[src/rtl/itcm_arbiter_if.sv]
`default_nettype none
// ============================================================================
//  Module   : itcm_arbiter_if
//  Brief    : Fetch, loader and single-port ITCM bus bundle for itcm_arbiter.
//  Revision : 1.0 - initial release
// ============================================================================
interface itcm_arbiter_if #(
    parameter int AW = 14
);
    logic          fetch_req;
    logic [AW-1:0] fetch_addr;
    logic          fetch_gnt;
    logic          fetch_rvalid;
    logic [63:0]   fetch_rdata;
    logic          fetch_rready;
    logic          flush;

    logic          ld_req;
    logic          ld_we;
    logic [AW-1:0] ld_addr;
    logic [63:0]   ld_wdata;
    logic [7:0]    ld_wstrb;
    logic          ld_gnt;
    logic          ld_rvalid;
    logic [63:0]   ld_rdata;

    logic          ram_en;
    logic          ram_we;
    logic [7:0]    ram_wstrb;
    logic [AW-1:0] ram_addr;
    logic [63:0]   ram_wdata;
    logic [63:0]   ram_rdata;

    // Arbiter side
    modport slave (
        input  fetch_req, fetch_addr, fetch_rready, flush,
        input  ld_req, ld_we, ld_addr, ld_wdata, ld_wstrb,
        input  ram_rdata,
        output fetch_gnt, fetch_rvalid, fetch_rdata,
        output ld_gnt, ld_rvalid, ld_rdata,
        output ram_en, ram_we, ram_wstrb, ram_addr, ram_wdata
    );

    // Requesters and RAM side
    modport master (
        output fetch_req, fetch_addr, fetch_rready, flush,
        output ld_req, ld_we, ld_addr, ld_wdata, ld_wstrb,
        output ram_rdata,
        input  fetch_gnt, fetch_rvalid, fetch_rdata,
        input  ld_gnt, ld_rvalid, ld_rdata,
        input  ram_en, ram_we, ram_wstrb, ram_addr, ram_wdata
    );
endinterface
`default_nettype wire

[src/rtl/itcm_arbiter.sv]
`default_nettype none
// ============================================================================
//  Module   : itcm_arbiter
//  Brief    : Arbitrates fetch and loader onto a single-port 64-bit ITCM with
//             fetch anti-starvation, a 1-entry fetch hold buffer and flush.
//  Revision : 1.0 - initial release
// ============================================================================
module itcm_arbiter #(
    parameter int AW      = 14,
    parameter int MAXWAIT = 4
) (
    input  wire            clk_i,
    input  wire            rst_i,
    itcm_arbiter_if.slave  bus
);
    localparam logic [2:0] c_MAXWAIT = 3'(MAXWAIT);

    logic [2:0]  starve_q, starve_d;
    logic        fetch_inflight_q, fetch_inflight_d;
    logic        ld_inflight_q, ld_inflight_d;
    logic        ld_we_q, ld_we_d;
    logic        hold_v_q, hold_v_d;
    logic [63:0] hold_data_q, hold_data_d;

    logic        fetch_elig;
    logic        fetch_gnt;
    logic        ld_gnt;
    logic        ld_wr;
    logic        fetch_rvalid;
    logic        ld_rvalid;

    // A fetch may not issue while a previous response is still undelivered.
    always_comb begin
        fetch_elig = bus.fetch_req & ~bus.flush & ~hold_v_q
                   & ~(fetch_inflight_q & ~bus.fetch_rready) & ~rst_i;
        fetch_gnt  = fetch_elig & (~bus.ld_req | (starve_q == c_MAXWAIT));
        ld_gnt     = bus.ld_req & ~fetch_gnt & ~rst_i;
        ld_wr      = ld_gnt & bus.ld_we;
    end

    always_comb begin
        bus.fetch_gnt = fetch_gnt;
        bus.ld_gnt    = ld_gnt;
        bus.ram_en    = fetch_gnt | ld_gnt;
        bus.ram_we    = ld_wr;
        bus.ram_wstrb = ld_wr ? bus.ld_wstrb : 8'h00;
        bus.ram_wdata = ld_wr ? bus.ld_wdata : 64'h0;
        if (fetch_gnt) begin
            bus.ram_addr = bus.fetch_addr;
        end else if (ld_gnt) begin
            bus.ram_addr = bus.ld_addr;
        end else begin
            bus.ram_addr = '0;
        end
    end

    always_comb begin
        fetch_rvalid     = ~rst_i & ~bus.flush & (hold_v_q | fetch_inflight_q);
        ld_rvalid        = ~rst_i & ld_inflight_q;
        bus.fetch_rvalid = fetch_rvalid;
        bus.ld_rvalid    = ld_rvalid;
        if (!fetch_rvalid) begin
            bus.fetch_rdata = 64'h0;
        end else if (hold_v_q) begin
            bus.fetch_rdata = hold_data_q;
        end else begin
            bus.fetch_rdata = bus.ram_rdata;
        end
        bus.ld_rdata = (ld_rvalid & ~ld_we_q) ? bus.ram_rdata : 64'h0;
    end

    always_comb begin
        if (bus.fetch_req & ~fetch_gnt) begin
            starve_d = (starve_q >= c_MAXWAIT) ? c_MAXWAIT : starve_q + 3'd1;
        end else begin
            starve_d = 3'd0;
        end
        fetch_inflight_d = fetch_gnt;
        ld_inflight_d    = ld_gnt;
        ld_we_d          = ld_wr;

        // RAM data is only present for one cycle, so a refused response is parked.
        hold_v_d    = hold_v_q;
        hold_data_d = hold_data_q;
        if (bus.flush) begin
            hold_v_d = 1'b0;
        end else if (hold_v_q) begin
            if (bus.fetch_rready) begin
                hold_v_d = 1'b0;
            end
        end else if (fetch_inflight_q & ~bus.fetch_rready) begin
            hold_v_d    = 1'b1;
            hold_data_d = bus.ram_rdata;
        end
    end

    always_ff @(posedge clk_i) begin
        if (rst_i) begin
            starve_q         <= 3'd0;
            fetch_inflight_q <= 1'b0;
            ld_inflight_q    <= 1'b0;
            ld_we_q          <= 1'b0;
            hold_v_q         <= 1'b0;
            hold_data_q      <= 64'h0;
        end else begin
            starve_q         <= starve_d;
            fetch_inflight_q <= fetch_inflight_d;
            ld_inflight_q    <= ld_inflight_d;
            ld_we_q          <= ld_we_d;
            hold_v_q         <= hold_v_d;
            hold_data_q      <= hold_data_d;
        end
    end
endmodule
`default_nettype wire

[src/flat_wrapper.sv]
// flat-port wrapper written by rule: the top's interface ports become plain ports
module itcm_arbiter_flat 
#(
    parameter int AW      = 14,
    parameter int MAXWAIT = 4
)
  (clk_i, rst_i, bus_fetch_req, bus_fetch_addr, bus_fetch_rready, bus_flush, bus_ld_req, bus_ld_we, bus_ld_addr, bus_ld_wdata, bus_ld_wstrb, bus_ram_rdata, bus_fetch_gnt, bus_fetch_rvalid, bus_fetch_rdata, bus_ld_gnt, bus_ld_rvalid, bus_ld_rdata, bus_ram_en, bus_ram_we, bus_ram_wstrb, bus_ram_addr, bus_ram_wdata);
  itcm_arbiter_if #(.AW(AW)) bus_i ();
  input  wire clk_i;
  input  wire rst_i;
  input wire logic [$bits(bus_i.fetch_req)-1:0] bus_fetch_req;
  input wire logic [$bits(bus_i.fetch_addr)-1:0] bus_fetch_addr;
  input wire logic [$bits(bus_i.fetch_rready)-1:0] bus_fetch_rready;
  input wire logic [$bits(bus_i.flush)-1:0] bus_flush;
  input wire logic [$bits(bus_i.ld_req)-1:0] bus_ld_req;
  input wire logic [$bits(bus_i.ld_we)-1:0] bus_ld_we;
  input wire logic [$bits(bus_i.ld_addr)-1:0] bus_ld_addr;
  input wire logic [$bits(bus_i.ld_wdata)-1:0] bus_ld_wdata;
  input wire logic [$bits(bus_i.ld_wstrb)-1:0] bus_ld_wstrb;
  input wire logic [$bits(bus_i.ram_rdata)-1:0] bus_ram_rdata;
  output wire logic [$bits(bus_i.fetch_gnt)-1:0] bus_fetch_gnt;
  output wire logic [$bits(bus_i.fetch_rvalid)-1:0] bus_fetch_rvalid;
  output wire logic [$bits(bus_i.fetch_rdata)-1:0] bus_fetch_rdata;
  output wire logic [$bits(bus_i.ld_gnt)-1:0] bus_ld_gnt;
  output wire logic [$bits(bus_i.ld_rvalid)-1:0] bus_ld_rvalid;
  output wire logic [$bits(bus_i.ld_rdata)-1:0] bus_ld_rdata;
  output wire logic [$bits(bus_i.ram_en)-1:0] bus_ram_en;
  output wire logic [$bits(bus_i.ram_we)-1:0] bus_ram_we;
  output wire logic [$bits(bus_i.ram_wstrb)-1:0] bus_ram_wstrb;
  output wire logic [$bits(bus_i.ram_addr)-1:0] bus_ram_addr;
  output wire logic [$bits(bus_i.ram_wdata)-1:0] bus_ram_wdata;
  assign bus_i.fetch_req = bus_fetch_req;
  assign bus_i.fetch_addr = bus_fetch_addr;
  assign bus_i.fetch_rready = bus_fetch_rready;
  assign bus_i.flush = bus_flush;
  assign bus_i.ld_req = bus_ld_req;
  assign bus_i.ld_we = bus_ld_we;
  assign bus_i.ld_addr = bus_ld_addr;
  assign bus_i.ld_wdata = bus_ld_wdata;
  assign bus_i.ld_wstrb = bus_ld_wstrb;
  assign bus_i.ram_rdata = bus_ram_rdata;
  assign bus_fetch_gnt = bus_i.fetch_gnt;
  assign bus_fetch_rvalid = bus_i.fetch_rvalid;
  assign bus_fetch_rdata = bus_i.fetch_rdata;
  assign bus_ld_gnt = bus_i.ld_gnt;
  assign bus_ld_rvalid = bus_i.ld_rvalid;
  assign bus_ld_rdata = bus_i.ld_rdata;
  assign bus_ram_en = bus_i.ram_en;
  assign bus_ram_we = bus_i.ram_we;
  assign bus_ram_wstrb = bus_i.ram_wstrb;
  assign bus_ram_addr = bus_i.ram_addr;
  assign bus_ram_wdata = bus_i.ram_wdata;
  itcm_arbiter #(.AW(AW), .MAXWAIT(MAXWAIT)) u_core (.clk_i(clk_i), .rst_i(rst_i), .bus(bus_i));
endmodule
[config.mk]
export PLATFORM = sky130hd
export DESIGN_NAME = itcm_arbiter_flat
export DESIGN_NICKNAME = d
export VERILOG_FILES = /design/src/rtl/itcm_arbiter_if.sv /design/src/rtl/itcm_arbiter.sv /design/src/flat_wrapper.sv
export SDC_FILE = /design/constraint.sdc
export NUM_CORES = 1
export LEC_CHECK = 0
export ABC_AREA = 1
export BUFFER_PORTS_ARGS = -buffer_cell sky130_fd_sc_hd__buf_2
export CAP_MARGIN = 20
export CORE_AREA = 3 3 149 151
export DETAILED_ROUTE_END_ITERATION = 16
export DIE_AREA = 0 0 152 154
export PLACE_DENSITY = 0.63
export SETUP_SLACK_MARGIN = 0.5
export SYNTH_ARGS = -nofsm -noshare
export SYNTH_HDL_FRONTEND = slang
export SYNTH_SLANG_ARGS = --single-unit
[constraint.sdc]
create_clock -name clk_i -period 1.45 [get_ports clk_i]
set_input_delay 0.0725 -clock clk_i [delete_from_list [all_inputs] [get_ports clk_i]]
set_output_delay 0.0725 -clock clk_i [all_outputs]
set_load 0.05 [all_outputs]
* After elaboration in Yosys (flattened, before gate mapping)
Cells that the tools add are included.
W data, S select, Z words.
** Storage, ports and cells
- Flip-flop bits (word level) :: 71
- Word-level logic and storage cells :: 51
- RAM bits :: 0
- ROM bits :: 0
- Input bits :: 171
- Latch bits :: 0
- Memories :: 0
** Operators by class
- $lt $le $gt $ge :: 1
- Reduce and logical (&&, ||, !) cells :: 4
- Bitwise logic cells :: 26
- Multipliers :: 0
- Eq/ne operators :: 1
- Multiplexer cells :: 11
- Add/subtract/negate cells :: 1
- Shift operators :: 0
- Div/mod/pow operators :: 0
** Operators with widths (number)
- $mux W64 :: 4
- $mux W14 :: 2
- $and A1 B1 Y1 :: 14
- $not A1 Y1 :: 9
- $mux W8 :: 1
- $reduce_or A2 Y1 :: 2
- $add A3 B1 Y3 const B :: 1
- $eq A3 B3 Y1 const B :: 1
- $ge A3 B3 Y1 const B :: 1
- $mux W1 :: 3
- $mux W3 :: 1
- $or A1 B1 Y1 :: 3
- $reduce_and A3 Y1 :: 1
- $reduce_or A3 Y1 :: 1

* Longest topological paths before layout
- Word-level depth :: 11
- Mapped depth :: 11

* Worst setup path before layout
No wires, ideal clock.
- Kind :: reg2out
- From :: reg u_core.ld_inflight_q
- To :: out bus_ld_rdata[10]
- Slack :: -905 ps
- Data arrival time :: 2283 ps
- Stages on the path, launching flop included :: 6
- Path through :: dfxtp_1 > inv_1 > nor2_1 > nand2_1 > clkbuf_1 > nor2_1
** Between the ends
- Word-level cells in the longest chain between the ends :: 3
** RTL lines
- start, declared :: line itcm_arbiter.sv:20 : logic ld_inflight_q, ld_inflight_d;
- start signal, assigned :: line itcm_arbiter.sv:108 : ld_inflight_q <= ld_inflight_d;
- $and A1 B1 Y1 :: line itcm_arbiter.sv:59 : ld_rvalid = ~rst_i & ld_inflight_q;
- named net bus_ld_rvalid :: line flat_wrapper.sv:25 : output wire logic [$bits(bus_i.ld_rvalid)-1:0] bus_ld_rvalid;
- $and A1 B1 Y1 :: line itcm_arbiter.sv:69 : bus.ld_rdata = (ld_rvalid & ~ld_we_q) ? bus.ram_rdata : 64'h0;
- $mux W64 :: line itcm_arbiter.sv:69
- end, declared :: line flat_wrapper.sv:26 : output wire logic [$bits(bus_i.ld_rdata)-1:0] bus_ld_rdata;
The timed path passes the listed nets, and every way through them passes these cells.

* Final worst setup path
- From :: reg u_core.starve_q[0]
- To :: out bus_ram_wdata[2]
** Between the ends
- Word-level cells in the longest chain between the ends :: 8
** RTL lines
- start, declared :: line itcm_arbiter.sv:18 : logic [2:0] starve_q, starve_d;
- start signal, assigned :: line itcm_arbiter.sv:106 : starve_q <= starve_d;
- $eq A3 B3 Y1 :: line itcm_arbiter.sv:36 : fetch_gnt = fetch_elig & (~bus.ld_req | (starve_q == c_MAXWAIT));
- $or A1 B1 Y1 :: line itcm_arbiter.sv:36
- $and A1 B1 Y1 :: line itcm_arbiter.sv:36
- $not A1 Y1 :: line itcm_arbiter.sv:37 : ld_gnt = bus.ld_req & ~fetch_gnt & ~rst_i;
- $and A1 B1 Y1 (2 in a row) :: line itcm_arbiter.sv:37
- $and A1 B1 Y1 :: line itcm_arbiter.sv:38 : ld_wr = ld_gnt & bus.ld_we;
- $mux W64 :: line itcm_arbiter.sv:47 : bus.ram_wdata = ld_wr ? bus.ld_wdata : 64'h0;
- end, declared :: line flat_wrapper.sv:31 : output wire logic [$bits(bus_i.ram_wdata)-1:0] bus_ram_wdata;
No other way between the ends.

==> results.toml <==
[sta]
fin_skew_ns = 0.009818
min_period_ns = 1.945
hold_viol = 0
fin_setup_tns_ns = -70.02
hold_ws_ns = 0.03368
tightest_slew_ns = 1.201
clock.fmax_mhz = 514.2
setup_ws_ns = -0.4946
max-slew-margin-rel_pct = 19.93
grt_setup_unrepaired = "true"
fin_crit_sh_pct = 134.1
setup_violations = 275
finalMaxSlewViolations = 0

[critical_path]
worst-r2r-setup-slack_ns = -0.18
path_max_fanout = 6
critPathArrivalTime_ns = 1.87
start_kind = "flop"
required_ns = 1.38
r2r-start = "u_core.hold_v_q$_SDFF_PN0_"
worstSetupPathType = "flop to primary output"
cp-end-kind = "primary output"
reg2reg_to = "u_core.hold_data_q[34]$_SDFFE_PP0P_"
r2r_cells = 9

[floorplanning]
die_area_um2 = 23410
die_w_um = 152
ios = 391
rows = 53
core_area_um2 = 20960
die_h_um = 154
initial_core_util_pct = 21.69

[final_layout]
nFillCells = 1427
final_cell_mix = "buf_2 (171), buf_6 (168), inv_1 (146)"
diodes = 0
drive_above_1_share_pct = 75.26
syn2layout_area_growth_pct = 221.6
fin_nets = 1502
final_common_cell = "buf_2"
instances_no_fill = 1609
multi_input_area_um2 = 5179
ff_latch_area_um2 = 1430

[yosys]
synthMuxAreaShare_pct = 0
syn_nets = 983
yosys_warnings = 0
synth_seq_cells = 71
synth_area_um2 = 4546
yosys.area_share.xor_xnor_pct = 0
synthAdderAreaFrac_pct = 0.5505
synth_top_family_by_area = "simple AND/OR/NAND/NOR gates"
avgSynthCellArea_um2 = 5.612
synth_seq_area_share_pct = 31.27
syn_inst = 810
yosysUniqueCellTypes = 17
synth_compound_area_share_pct = 21.25
yosys.area_share.simple_pct = 27.83

[global_route]
grt_max_degree = 65
overflow = 0
grt_pass1_wl_um = 46630
grt_pass1_vias = 7937
track_usage_pct = 25.45
antenna_found_initial = 3

[routing]
wl_per_cell_um = 21.35
num_vias = 7733
antenna_left = 0
drt_first_pass_iters = 5
drc = 0
viasPerCell = 4.806
routed_wl_um = 34350
first_iter_violations = 324

[run_status]
violations = "setup timing"
status = "complete, but fails checks"

[placement]
gp_congestion = 0.8841
place_hpwl_um = 19260
port_buffers = 390
dp.cells = 1476

[clock_tree]
clock-sinks = 71
clk_pin_slew_ns = 0.07
cts_made_buffers = 9
clk_path_buf_depth = 2
clk_latency_ns = 0.35
cts_tree = "built"
cts-root-buf = "clkbuf_16"
htreeDepth = 3

[hold_path]
min_from = "bus_ram_rdata[54]"
hold_class = "input port to flop"
hold_depth = 3
min_delay_worst_endpoint = "u_core.hold_data_q[54]$_SDFFE_PP0P_"

[job]
cap_violations = 0

[power_and_ir_drop]
powerDensity_nw_per_um2 = 452.3
leakage_uw = 0.006789
vdd_ir_drop_max_mv = 0.3933
-- cells in the mapped netlist --
cell	instances	area [um2]
a21oi_1	128	640.6
nor2_2	1	6.260
inv_1	154	578.1
nor2_1	146	548.0
clkbuf_1	33	123.9
nand2_1	165	619.3
nand3_1	16	80.08
dfxtp_1	71	1421
o21ai_0	65	325.3
buf_4	2	15.01
buf_2	10	50.05
buf_1	8	30.03
ha_1	2	25.02
nor3_1	1	5.000
buf_6	6	67.56
inv_2	1	3.750
nand2_2	1	6.260
-- critical path: stages (launching register included) --
cell	delay, ns
dfxtp_2	0.33
inv_2	0.04
ha_4	0.14
nand2_1	0.04
nand2_1	0.05
nand2_2	0.06
inv_2	0.04
nand2_4	0.06
nand3_4	0.07
buf_12	0.15
buf_12	0.14
buf_12	0.12
nor2_4	0.11
buf_12	0.15
-- how the worst max path moves through the flow --
stage,slack (ns),cells after the start,endpoint,from
6_report,-0.49,13,bus_ram_wdata[2],u_core.starve_q[0]$_SDFF_PP0_
5_1_grt,-0.58,12,bus_ram_wstrb[6],u_core.starve_q[0]$_SDFF_PP0_
4_1_cts,-0.52,11,bus_ram_wdata[6],u_core.starve_q[0]$_SDFF_PP0_
3_5_place_dp,-0.25,12,bus_ram_wdata[0],u_core.starve_q[1]$_SDFF_PP0_
3_3_place_gp,-0.24,12,bus_ram_wdata[0],u_core.starve_q[1]$_SDFF_PP0_
2_1_floorplan,-0.35,10,bus_ram_wstrb[4],u_core.starve_q[0]$_SDFF_PP0_
-- where the power goes --
part	switching [uW]	internal (uW)	leakage, uW
sequential	29.0	1980	0.000576
combinational	1500	1000	0.00608
clock	938	1160	0.000136
total	2470	4140	0.00679
-- cells by family after synthesis --
group,count (synthesis)
AND/OR/NAND/NOR,330
buffers and inverters,214
AO/OA/AOI/OAI,193
flip-flops,71
adder cells (fa/ha/maj),2
-- per-layer routing --
layer | part of all wire [%] | GRT usage (%)
met1 | 32 | 24.80
met2 | 56 | 50.49
met3 | 6.6 | 5.770
met4 | 5.2 | 11.64
met5 | 0.047 | 0
-- layout make-up --
class                      count  area share (%)
clock buffer                   9           1.541
multi-input combinational    526           35.43
sequential                    71           9.783
inverter                     155           4.083
tap                          275           2.354
timing repair buffer         566           46.48
clock inverter                 7          0.3338
-- registers in the layout, indices dropped and copies added (netlist names) --
| name | count |
|---|---|
| u_core.starve_q | 3 |
| u_core.hold_data_q | 64 |
| u_core.ld_we_q | 1 |
| u_core.fetch_inflight_q | 1 |
| u_core.hold_v_q | 1 |
| u_core.ld_inflight_q | 1 |
-- metrics by stage --
step | total power (uW) | area, um2 | utilization (%) | worst slack [ns]
final | 6612 | 14620 | 69.76 | -0.4946
after global routing | 6863 | 14620 | 69.76 | -0.5835
after CTS | 6428 | 13210 | 63.02 | -0.5173
after detailed placement | 3938 | 9757 | 46.56 | -0.2481
after global placement | 3927 | 9757 | 46.56 | -0.2406
after floorplan | 3287 | 6945 | - | -0.3499
-- timing repair --
action	in CTS	in global routing
setup endpoints to repair	290	291
gates cloned	32	9
hold endpoints to repair	1	0
hold buffers	1	0
buffers inserted	41	34
pin swaps	51	47
resized for setup	570	291
(Power assumes the default switching activity.)
